File: src/rtl/id_tx_seq_ctrl_if.sv
// rtl/id_tx_seq_ctrl_if.sv - control/strobe bundle between the ID transmit sequencer and its datapath
interface id_tx_seq_ctrl_if #(
    parameter int NCH = 4
);
    logic [NCH-1:0] empty;
    logic [NCH-1:0] empty_prev;
    logic           start_test;
    logic           end_test;
    logic           end_test_global;
    logic           abort;
    logic [NCH-1:0] load;
    logic [NCH-1:0] clear;
    logic [NCH-1:0] reset_id;
    logic [NCH-1:0] clear_prev;
    logic           restart_col_select;
    logic [1:0]     state;
    logic [NCH-1:0] ovf;

    modport master (
        output empty, empty_prev, start_test, end_test, end_test_global, abort,
        input  load, clear, reset_id, clear_prev, restart_col_select, state, ovf
    );

    modport slave (
        input  empty, empty_prev, start_test, end_test, end_test_global, abort,
        output load, clear, reset_id, clear_prev, restart_col_select, state, ovf
    );
endinterface

File: src/rtl/id_tx_seq_ctrl.sv
// rtl/id_tx_seq_ctrl.sv - multi-channel ID transmit sequencer (INIT/BIST/ESPERA/RUN) with per-channel strobe counters
module id_tx_seq_ctrl #(
    parameter int NCH          = 4,
    parameter int CW           = 4,
    parameter int START_TX     = 4,
    parameter int STOP_TX      = 14,
    parameter int STOP_TX_PREV = 10,
    parameter bit BIST_EN      = 1'b1
) (
    input  logic                 clk,
    input  logic                 reset,
    id_tx_seq_ctrl_if.slave      bus
);
    localparam logic [1:0] ST_INIT   = 2'd0;
    localparam logic [1:0] ST_BIST   = 2'd1;
    localparam logic [1:0] ST_ESPERA = 2'd2;
    localparam logic [1:0] ST_RUN    = 2'd3;

    localparam logic [CW-1:0] CNT_MAX    = {CW{1'b1}};
    localparam logic [CW-1:0] LOAD_AT    = CW'(START_TX);
    localparam logic [CW-1:0] CLEAR_AT   = CW'(STOP_TX - 1);
    localparam logic [CW-1:0] RESET_AT   = CW'(STOP_TX);
    localparam logic [CW-1:0] CLR_PRV_AT = CW'(STOP_TX_PREV);

    logic [1:0]              state_q, state_d;
    logic [NCH-1:0][CW-1:0]  cnt_q, cnt_d;
    logic [NCH-1:0][CW-1:0]  cntp_q, cntp_d;
    logic [NCH-1:0]          ovf_q, ovf_d;
    logic                    active;

    assign active = (state_q == ST_BIST) || (state_q == ST_RUN);

    // abort outranks every forward transition
    always_comb begin
        state_d = state_q;
        if (bus.abort && state_q != ST_INIT) begin
            state_d = ST_INIT;
        end else begin
            case (state_q)
                ST_INIT:   if (bus.start_test)      state_d = BIST_EN ? ST_BIST : ST_RUN;
                ST_BIST:   if (bus.end_test)        state_d = ST_ESPERA;
                ST_ESPERA: if (bus.end_test_global) state_d = ST_RUN;
                default:                            state_d = state_q;
            endcase
        end
    end

    // counters saturate instead of wrapping so a stuck channel never re-fires its strobes
    always_comb begin
        cnt_d  = cnt_q;
        cntp_d = cntp_q;
        ovf_d  = ovf_q;
        for (int i = 0; i < NCH; i++) begin
            if (bus.empty[i])              cnt_d[i] = '0;
            else if (cnt_q[i] != CNT_MAX)  cnt_d[i] = cnt_q[i] + 1'b1;

            if (bus.empty_prev[i])         cntp_d[i] = '0;
            else if (cntp_q[i] != CNT_MAX) cntp_d[i] = cntp_q[i] + 1'b1;

            if (state_q == ST_INIT) begin
                ovf_d[i] = 1'b0;
            end else if (active && ((cnt_q[i] == CNT_MAX && !bus.empty[i]) ||
                                    (cntp_q[i] == CNT_MAX && !bus.empty_prev[i]))) begin
                ovf_d[i] = 1'b1;
            end
        end
    end

    always_ff @(posedge clk) begin
        if (reset) begin
            state_q <= ST_INIT;
            cnt_q   <= '0;
            cntp_q  <= '0;
            ovf_q   <= '0;
        end else begin
            state_q <= state_d;
            cnt_q   <= cnt_d;
            cntp_q  <= cntp_d;
            ovf_q   <= ovf_d;
        end
    end

    always_comb begin
        bus.load               = '0;
        bus.clear              = '1;
        bus.reset_id           = '0;
        bus.clear_prev         = '1;
        bus.restart_col_select = 1'b1;
        if (active) begin
            bus.restart_col_select = 1'b0;
            for (int i = 0; i < NCH; i++) begin
                bus.load[i]       = (cnt_q[i] == LOAD_AT);
                bus.clear[i]      = (cnt_q[i] == CLEAR_AT);
                bus.reset_id[i]   = (cnt_q[i] == RESET_AT);
                bus.clear_prev[i] = (cntp_q[i] == CLR_PRV_AT);
            end
        end
    end

    // ovf must read 0 on the very first INIT cycle, before ovf_q has been cleared
    assign bus.ovf   = (state_q == ST_INIT) ? '0 : ovf_q;
    assign bus.state = state_q;
endmodule

File: src/flat_wrapper.sv
// flat-port wrapper written by rule: the top's interface ports become plain ports
module id_tx_seq_ctrl_flat 
#(
    parameter int NCH          = 4,
    parameter int CW           = 4,
    parameter int START_TX     = 4,
    parameter int STOP_TX      = 14,
    parameter int STOP_TX_PREV = 10,
    parameter bit BIST_EN      = 1'b1
)
  (clk, reset, bus_empty, bus_empty_prev, bus_start_test, bus_end_test, bus_end_test_global, bus_abort, bus_load, bus_clear, bus_reset_id, bus_clear_prev, bus_restart_col_select, bus_state, bus_ovf);
  id_tx_seq_ctrl_if #(.NCH(NCH)) bus_i ();
  input  logic clk;
  input  logic reset;
  input wire logic [$bits(bus_i.empty)-1:0] bus_empty;
  input wire logic [$bits(bus_i.empty_prev)-1:0] bus_empty_prev;
  input wire logic [$bits(bus_i.start_test)-1:0] bus_start_test;
  input wire logic [$bits(bus_i.end_test)-1:0] bus_end_test;
  input wire logic [$bits(bus_i.end_test_global)-1:0] bus_end_test_global;
  input wire logic [$bits(bus_i.abort)-1:0] bus_abort;
  output wire logic [$bits(bus_i.load)-1:0] bus_load;
  output wire logic [$bits(bus_i.clear)-1:0] bus_clear;
  output wire logic [$bits(bus_i.reset_id)-1:0] bus_reset_id;
  output wire logic [$bits(bus_i.clear_prev)-1:0] bus_clear_prev;
  output wire logic [$bits(bus_i.restart_col_select)-1:0] bus_restart_col_select;
  output wire logic [$bits(bus_i.state)-1:0] bus_state;
  output wire logic [$bits(bus_i.ovf)-1:0] bus_ovf;
  assign bus_i.empty = bus_empty;
  assign bus_i.empty_prev = bus_empty_prev;
  assign bus_i.start_test = bus_start_test;
  assign bus_i.end_test = bus_end_test;
  assign bus_i.end_test_global = bus_end_test_global;
  assign bus_i.abort = bus_abort;
  assign bus_load = bus_i.load;
  assign bus_clear = bus_i.clear;
  assign bus_reset_id = bus_i.reset_id;
  assign bus_clear_prev = bus_i.clear_prev;
  assign bus_restart_col_select = bus_i.restart_col_select;
  assign bus_state = bus_i.state;
  assign bus_ovf = bus_i.ovf;
  id_tx_seq_ctrl #(.NCH(NCH), .CW(CW), .START_TX(START_TX), .STOP_TX(STOP_TX), .STOP_TX_PREV(STOP_TX_PREV), .BIST_EN(BIST_EN)) u_core (.clk(clk), .reset(reset), .bus(bus_i));
endmodule
File: config.mk
export PLATFORM = sky130hd
export DESIGN_NAME = id_tx_seq_ctrl_flat
export DESIGN_NICKNAME = d
export VERILOG_FILES = /design/src/rtl/id_tx_seq_ctrl_if.sv /design/src/rtl/id_tx_seq_ctrl.sv /design/src/flat_wrapper.sv
export SDC_FILE = /design/constraint.sdc
export NUM_CORES = 1
export LEC_CHECK = 0
export CAP_MARGIN = 15
export CORE_MARGIN = 8
export CORE_UTILIZATION = 53
export DETAILED_ROUTE_END_ITERATION = 7
export PLACE_DENSITY = 0.87
export SLEW_MARGIN = 20
export SYNTH_ARGS = -nofsm -noshare
export SYNTH_HDL_FRONTEND = slang
export SYNTH_SLANG_ARGS = --single-unit
File: constraint.sdc
create_clock -name clk -period 1.9 [get_ports clk]
set_input_delay 0.38 -clock clk [delete_from_list [all_inputs] [get_ports clk]]
set_output_delay 0.38 -clock clk [all_outputs]
set_load 0.01 [all_outputs]
==> impl_summary.log, run 1 <==
INFO  metric final_net_count = 337
INFO  metric outcome = completed
INFO  metric comb_power_share = 0.396
INFO  metric via_cell_ratio = 5.623
INFO  metric route.vias.total = 1940
INFO  metric antenna_found_initial = 0
INFO  metric die_height = 80.22 µm
INFO  metric worstMarginPinSlew = 402.3 ps
INFO  metric clk_root_buffer_cell = clkbuf_8
INFO  metric globalRoute.totalOverflow = 0
INFO  metric number_of_inserted_diodes = 0
INFO  metric cts-hold-fix-buffers = 0
INFO  metric start_util = 0.5464
INFO  metric cp.arrival = 1520 ps
INFO  metric worst_case_clock_buffer_depth = 2
INFO  metric utilization = 0.7069
INFO  metric hpwlAfterDp = 3604 µm
INFO  metric tritoncts_num_sinks = 38
INFO  metric place_congestion = 0.7642
INFO  metric crit_path_cell_trace = inv_1 -> ha_2 -> and2b_1 -> dlygate4sd2_1
INFO  metric report.final.hold_viol_count = 0
INFO  metric synthesis.area_per_instance = 9.032 µm²
INFO  metric detail_route.wl_per_cell = 15.33 µm
INFO  metric timing.critical_path.to_type = output pin
INFO  metric chipWidth = 80.22 µm
INFO  metric clock_latency = 300 ps
INFO  metric layout_area_overhead = 29.36%
INFO  metric mappedNetlistNets = 285
INFO  metric grt_pass1_wl = 8093 µm
INFO  metric drt_first_iter_violations = 83
INFO  metric syn_inst = 242
INFO  metric internal_power = 0.001823 W
INFO  metric filler_cell_count = 311
INFO  metric synth.yosys.seq_area_share = 0.3480
INFO  metric maxClockFrequency = 526.4 MHz
INFO  metric irDropWorstVdd = 760.8 µV
INFO  metric layout.cell_area.non_filler = 0.002828 mm²
INFO  metric cts_max_level = 2
INFO  metric max-cap-violations = 0
INFO  metric core_region_area = 0.004000 mm²
INFO  metric critical-path-slowest-cell = dfxtp_4
INFO  metric tritoncts = built
INFO  metric p_switching = 0.0008007 W
INFO  metric clkSlewWorstSetupHoldPaths = 80 ps
INFO  metric route.detailed.drc = 0
INFO  metric timing.clock.skew = 7.647 ps
INFO  metric critical_path_required = 1520 ps
INFO  metric drt.antenna.violating_nets = 0
INFO  metric worstSetupStartpointType = flip-flop
INFO  metric num_rows = 23
INFO  metric drt_pre_antenna_iters = 4
INFO  metric largest_net_degree_at_the_start_of_global_routing = 25
INFO  metric cts-buffers-inserted = 5
INFO  metric total_i_o_pin_count = 37
INFO  metric synth_area = 0.002186 mm²
INFO  metric ys_seq_elements = 38
INFO  metric power_density = 927.8 mW/mm²
INFO  metric port-buffer-count = 36
INFO  metric power.leakage = 1.159 nW
INFO  metric layout_common_cells = dfxtp_1, ha_1, inv_1, nor2_1, nor3_1
INFO  metric timing.hold.worst.class = reg2reg
INFO  metric timing_max_transition_violations_final = 0
INFO  metric switching_share = 0.3052
INFO  metric groute.usage.overall = 0.1573
INFO  metric grt_pass1_vias = 1812
INFO  metric layout_commonest_cell = dfxtp_1
INFO  metric proportion_of_layout_cells_with_a_drive_suffix_above_1 = 0.2034
INFO  metric worstSetupPathType = reg2out
INFO  metric yosysUniqueCellTypes = 29
INFO  metric fin_cells = 345
INFO  metric final_period_minus_worst_setup_slack = 1900 ps
INFO  metric drt-total-wl = 5290 µm
INFO  metric flop_pwr_share = 0.342
INFO  metric cell_total_after_placement = 331
INFO  metric relSlewSlack = 0.7249
INFO  metric fp.dieArea = 0.006435 mm²
INFO  metric final-setup-viol-count = 0
INFO  metric critical_path_peak_fanout = 6
INFO  metric clock_share_of_power = 0.262
INFO  metric yosysWarnings = 0
INFO  metric p_total = 0.002624 W
INFO  metric layout_worst_path_cycle_share = 0.9998
INFO  metric max_stage_delay = 380 ps
INFO  metric place_area = 0.002655 mm²
INFO  metric rsz0062_at_grt = yes
[critical path: cells and delay by family, from the launching register on]
| family | cells | cell delay [ps] |
|---|---|---|
| flops | 1 | 380 |
| buf+inv | 2 | 390 |
| simple gates | 1 | 220 |
| fa+ha+maj | 1 | 230 |
[Yosys cell counts (all sizes together)]
cell type | n | area, µm²
nand2 | 8 | 30.03
nor2b | 2 | 20.02
a2111oi | 13 | 133.9
xnor2 | 8 | 70.07
a31o | 8 | 70.07
inv | 26 | 97.59
mux2i | 6 | 60.06
dfxtp | 38 | 760.7
nor2 | 25 | 96.35
buf | 4 | 26.27
and2b | 4 | 30.03
or3 | 1 | 6.260
nor4 | 4 | 25.02
o22a | 4 | 38.79
clkbuf | 2 | 7.510
o211ai | 4 | 30.03
nor3 | 20 | 100.1
o21ai | 4 | 20.02
o2bb2ai | 4 | 35.03
ha | 29 | 362.9
a31oi | 8 | 50.05
nand3 | 20 | 115.1
[through the flow]
stage,setup slack (ps),setup TNS (ps),hold slack (ps)
3_5_place_dp,-78.14,-442.3,527.8
4_1_cts,-186.9,-958.3,538.1
2_1_floorplan,159.6,0,456.6
6_report,0.4332,0,542.0
5_1_grt,-51.83,-201.4,564.5
3_3_place_gp,-13.84,-49.19,512.5
[layer usage]
| layer | global-route usage | up-vias | share of wire |
|---|---|---|---|
| met3 | 0.04688 | 10 | 0.035 |
| met1 | 0.1830 | 929 | 0.45 |
| li1 | - | 970 | - |
| met2 | 0.2595 | 31 | 0.50 |
| met4 | 0.07091 | 0 | 0.020 |
| met5 | 0 | - | 0 |
[cell families (layout without fill, tap and decap cells)]
kind of cell / count (synthesis) / after routing / synth area share
flip-flops: 38 / 38 / 0.3480
buffers and inverters: 32 / 85 / 0.06010
XOR/XNOR: 8 / 8 / 0.03206
multiplexers: 6 / 6 / 0.02748
AND/OR/NAND/NOR: 84 / 84 / 0.1935
AO/OA/AOI/OAI: 45 / 45 / 0.1729
adder cells (fa/ha/maj): 29 / 29 / 0.1660
[worst paths after layout]
| check | start | depth (start not counted) | slack (ps) | endpoint |
|---|---|---|---|---|
| worst min register to register | u_core.cntp_q[3]$_SDFFE_PP0P_ | 2 | 540 | u_core.cntp_q[2]$_SDFFE_PP0P_ |
| worst min-delay path | u_core.cntp_q[3]$_SDFFE_PP0P_ | 2 | 540 | u_core.cntp_q[2]$_SDFFE_PP0P_ |
| worst max register to register | u_core.bus.state[0]$_SDFFE_PP0P_ | 6 | 240 | u_core.bus.state[0]$_SDFFE_PP0P_ |
| worst max-delay path | u_core.bus.state[0]$_SDFFE_PP0P_ | 4 | 0.4 | bus_ovf[3] |
[what timing repair did]
action / CTS / global route
hold endpoints to repair: 0 / 0
gates resized for setup: 41 / 35
pin swaps: 1 / 1
gates cloned: 1 / 0
setup buffers: 2 / 3
endpoints found under the setup margin: 21 / 19
[power by group through the flow]
stage | sequential (W) | combinational (W) | clock [W]
5_1_grt | 0.000903 | 0.00111 | 0.000723
3_5_place_dp | 0.000887 | 0.000889 | 0
4_1_cts | 0.000873 | 0.000914 | 0.000686
2_1_floorplan | 0.000897 | 0.000464 | 0
3_3_place_gp | 0.000883 | 0.000873 | 0
6_report | 0.000897 | 0.00104 | 0.000687
[flip-flops by register name (all words and copies together) (netlist names)]
name	cells
u_core.cnt_q	16
u_core.ovf_q	4
u_core.bus.state	2
u_core.cntp_q	16
[cell type report]
class / instances / area [µm²] / share of cell area
flip-flops and latches: 38 / 768.2 / 0.2717
multi-input cells: 172 / 1336 / 0.4726
clock inverters: 1 / 30.03 / 0.01062
well taps: 50 / 62.56 / 0.02212
repair buffers: 51 / 454.2 / 0.1606
clock buffers: 7 / 76.32 / 0.02699
inverters: 26 / 100.1 / 0.03540
No activity file was read; power rests on OpenSTA's default activity.
==> run 2, diff against run 1 <==
CORE_MARGIN = default   (was 8)
==> run 2 against run 1 <==
Combinational power rose by 11%. Die area fell by 32%. Clock-buffer cell count fell by 1. Critical endpoint is now bus_load[1]. Sequential power fell by 2%. Power fell by 1.5%. Clock power fell by 20%. Sequential share of layout area fell by 0.28 points. Register-to-register slack improved by 50 ps. The run now ends with negative setup slack left. Non-clock buffer count rose by 6. Cell count rose by 0.58%. Clock skew fell by 1.6 ps.
==> impl_summary.log, run 2 (synthesis results as in run 1) <==
INFO  metric tritoncts_num_sinks = 38 (unchanged)
INFO  metric layout_worst_path_cycle_share = 1.002 (+0.002553)
INFO  metric layout_common_cells = dfxtp_1, ha_1, inv_1, nor2_1
INFO  metric timing_max_transition_violations_final = 0 (unchanged)
INFO  metric hold_depth = 1 (-1)
INFO  metric cts-hold-fix-buffers = 0 (unchanged)
INFO  metric critical_path_required = 1520 ps (about the same)
INFO  metric critical_path_peak_fanout = 7 (+1)
INFO  metric power_density = 907.5 mW/mm² (-2.2%)
INFO  metric antenna_found_initial = 0 (unchanged)
INFO  metric relSlewSlack = 0.6753 (-0.04958)
INFO  metric timing.critical_path.to_type = output pin
INFO  metric fp.dieArea = 0.004385 mm² (-32%)
INFO  metric worst_case_clock_buffer_depth = 2 (unchanged)
INFO  metric crit_path_cell_trace = inv_2 -> ha_4 -> nor2_4 -> buf_16 -> buf_4 -> nor3_2 -> buf_2
INFO  metric worstMarginPinSlew = 474.8 ps (+72.50 ps)
INFO  metric outcome = finished, violations left
INFO  metric power.leakage = 1.170 nW (+0.95%)
INFO  metric drt_pre_antenna_iters = 5 (+1)
INFO  metric detail_route.wl_per_cell = 14.97 µm (-2.4%)
INFO  metric final_net_count = 343 (+1.8%)
INFO  metric start_util = 0.5754 (+0.02898)
INFO  metric max-cap-violations = 0 (unchanged)
INFO  metric fin_cells = 347 (+0.58%)
INFO  metric clock_latency = 290 ps (about the same)
INFO  metric tritoncts = built
INFO  metric route.vias.total = 1992 (+2.7%)
INFO  metric final_period_minus_worst_setup_slack = 1904 ps (+4.851 ps)
INFO  metric timing.clock.skew = 6.062 ps (-1.586 ps)
INFO  metric cp.arrival = 1520 ps (about the same)
INFO  metric rsz0062_at_grt = yes
INFO  metric worst-r2r-cell-count = 7 (+1)
INFO  metric grt_pass1_vias = 1892 (+4.4%)
INFO  metric worstSetupPathType = reg2out
INFO  metric num_rows = 22 (-4.3%)
INFO  metric report.final.hold_viol_count = 0 (unchanged)
INFO  metric cts-buffers-inserted = 5 (unchanged)
INFO  metric largest_net_degree_at_the_start_of_global_routing = 19 (-24%)
INFO  metric grt_pass1_wl = 8556 µm (+5.7%)
INFO  metric violations = negative setup slack
INFO  metric max_stage_delay = 350 ps (-30 ps)
INFO  metric min-delay-start = u_core.cnt_q[2]$_SDFFE_PP0P_
INFO  metric timing.reg2reg.setup_slack = 290 ps (+50 ps)
INFO  metric maxClockFrequency = 525.1 MHz (-0.25%)
INFO  metric layout_area_overhead = 30.28%
INFO  metric worstSetupStartpointType = flip-flop
INFO  metric globalRoute.totalOverflow = 0 (unchanged)
INFO  metric core_region_area = 0.003799 mm² (-5.0%)
INFO  metric cts_max_level = 2 (unchanged)
INFO  metric timing.hold.worst.class = reg2reg
INFO  metric hpwlAfterDp = 3444 µm (-4.4%)
INFO  metric drt_first_iter_violations = 100 (+20%)
INFO  metric drt.antenna.violating_nets = 0 (unchanged)
INFO  metric chipWidth = 66.22 µm (-17%)
INFO  metric via_cell_ratio = 5.741 (+2.1%)
INFO  metric number_of_inserted_diodes = 0 (unchanged)
INFO  metric critical_path.reg2reg.endpoint = u_core.bus.state[1]$_SDFFE_PP0P_
INFO  metric cell_total_after_placement = 335 (+1.2%)
INFO  metric proportion_of_layout_cells_with_a_drive_suffix_above_1 = 0.2308 (+0.02738)
INFO  metric utilization = 0.7497 (+0.04276)
INFO  metric clk_root_buffer_cell = clkbuf_8
INFO  metric groute.usage.overall = 0.2578 (+0.1004)
INFO  metric total_i_o_pin_count = 37 (unchanged)
INFO  metric place_congestion = 0.7791 (+1.9%)
INFO  metric final-setup-viol-count = 1 (+1)
INFO  metric port-buffer-count = 36 (unchanged)
INFO  metric combined_buffer_and_inverter_count_along_the_critical_path = 4 (+2)
INFO  metric irDropWorstVdd = 818.8 µV (+7.6%)
INFO  metric critical-path-slowest-cell = dfxtp_2
INFO  metric place_area = 0.002698 mm² (+1.6%)
INFO  metric path_delay_family = buffers and inverters
INFO  metric die_height = 66.22 µm (-17%)
INFO  metric route.detailed.drc = 0 (unchanged)
INFO  metric worstHoldEndpoint = u_core.cnt_q[2]$_SDFFE_PP0P_
INFO  metric drt-total-wl = 5193 µm (-1.8%)
INFO  metric clkSlewWorstSetupHoldPaths = 70 ps (about the same)
INFO  metric final.setup.worst_slack = -4.417 ps (-4.851 ps)
INFO  metric largestRegisters = u_core.cnt_q: 16 flops, u_core.cntp_q: 16 flops, u_core.ovf_q: 4 flops
INFO  metric layout.cell_area.non_filler = 0.002848 mm² (+0.71%)
INFO  metric layout_commonest_cell = dfxtp_1
INFO  metric reg2reg_start = u_core.bus.state[1]$_SDFFE_PP0P_
[run 2: changes by cell type in the layout (fill, tap and decap cells not counted), moves of 2 or more]
| cell | previous run | this run |
|---|---|---|
| dlygate4sd2_1 | 6 | 0 |
| inv_2 | 0 | 2 |
| buf_4 | 9 | 18 |
| clkdlybuf4s15_1 | 1 | 5 |
| clkbuf_2 | 8 | 6 |
| clkbuf_1 | 2 | 0 |
| buf_2 | 3 | 5 |
[run 2: routing by layer]
| layer | up-vias | GRT usage | routed length, µm |
|---|---|---|---|
| met5 | - | 0 | 0 |
| met4 | 0 | 0.07181 | 56 |
| li1 | 986 | - | - |
| met3 | 6 | 0.05862 | 215 |
| met1 | 943 | 0.3061 | 2298 |
| met2 | 57 | 0.4592 | 2623 |
[run 2: power by group]
part / total (W) / switching, W / internal (W)
logic: 0.00115 / 0.000484 / 0.000670
registers: 0.000881 / 0.0000435 / 0.000837
clock network: 0.000550 / 0.000270 / 0.000280
[run 2: stage by stage]
stage / TNS, ps / total power, W / worst slack, ps / hold WS [ps]
after floorplan: 0 / 0.001361 / 159.6 / 456.6
final: -4.417 / 0.002584 / -4.417 / 535.3
after global routing: -375.6 / 0.002706 / -72.04 / 565.2
after CTS: -122.4 / 0.002498 / -54.17 / 533.6
after detailed placement: -782.6 / 0.001836 / -73.10 / 525.0
after global placement: -113.1 / 0.001808 / -16.95 / 516.6
[run 2: repair_timing]
action	CTS	global route
cloned	1	0
endpoints found under the setup margin	21	16
pin swaps	1	2
gates resized for setup	70	18
setup buffers	3	2
[run 2: worst max-delay path by stage]
stage	from	endpoint	slack (ps)	cells past startpoint
6_report	u_core.bus.state[1]$_SDFFE_PP0P_	bus_load[1]	-4	7
5_1_grt	u_core.bus.state[1]$_SDFFE_PP0P_	bus_load[3]	-70	7
4_1_cts	u_core.bus.state[0]$_SDFFE_PP0P_	bus_clear[1]	-50	5
3_5_place_dp	u_core.bus.state[1]$_SDFFE_PP0P_	bus_clear[1]	-70	6
3_3_place_gp	u_core.bus.state[1]$_SDFFE_PP0P_	bus_clear_prev[2]	-20	6
2_1_floorplan	u_core.bus.state[1]$_SDFFE_PP0P_	bus_clear_prev[2]	160	5
[run 2: final cells by class]
cell class / count / area [µm²]
Multi-Input combinational cell: 172 / 1336
Fill cell: 277 / 950.9
Tap cell: 48 / 60.06
Sequential cell: 38 / 765.7
Clock buffer: 6 / 82.58
Timing Repair Buffer: 57 / 505.5
Inverter: 26 / 97.59
[run 2: worst register-to-register path, cell delays in order, from the launching register on]
cell and delay [ps]:
dfxtp_2 350, inv_2 60, buf_4 140, ha_4 180, buf_4 130, nor2b_4 120, a2111oi_4 320, mux2i_1 230
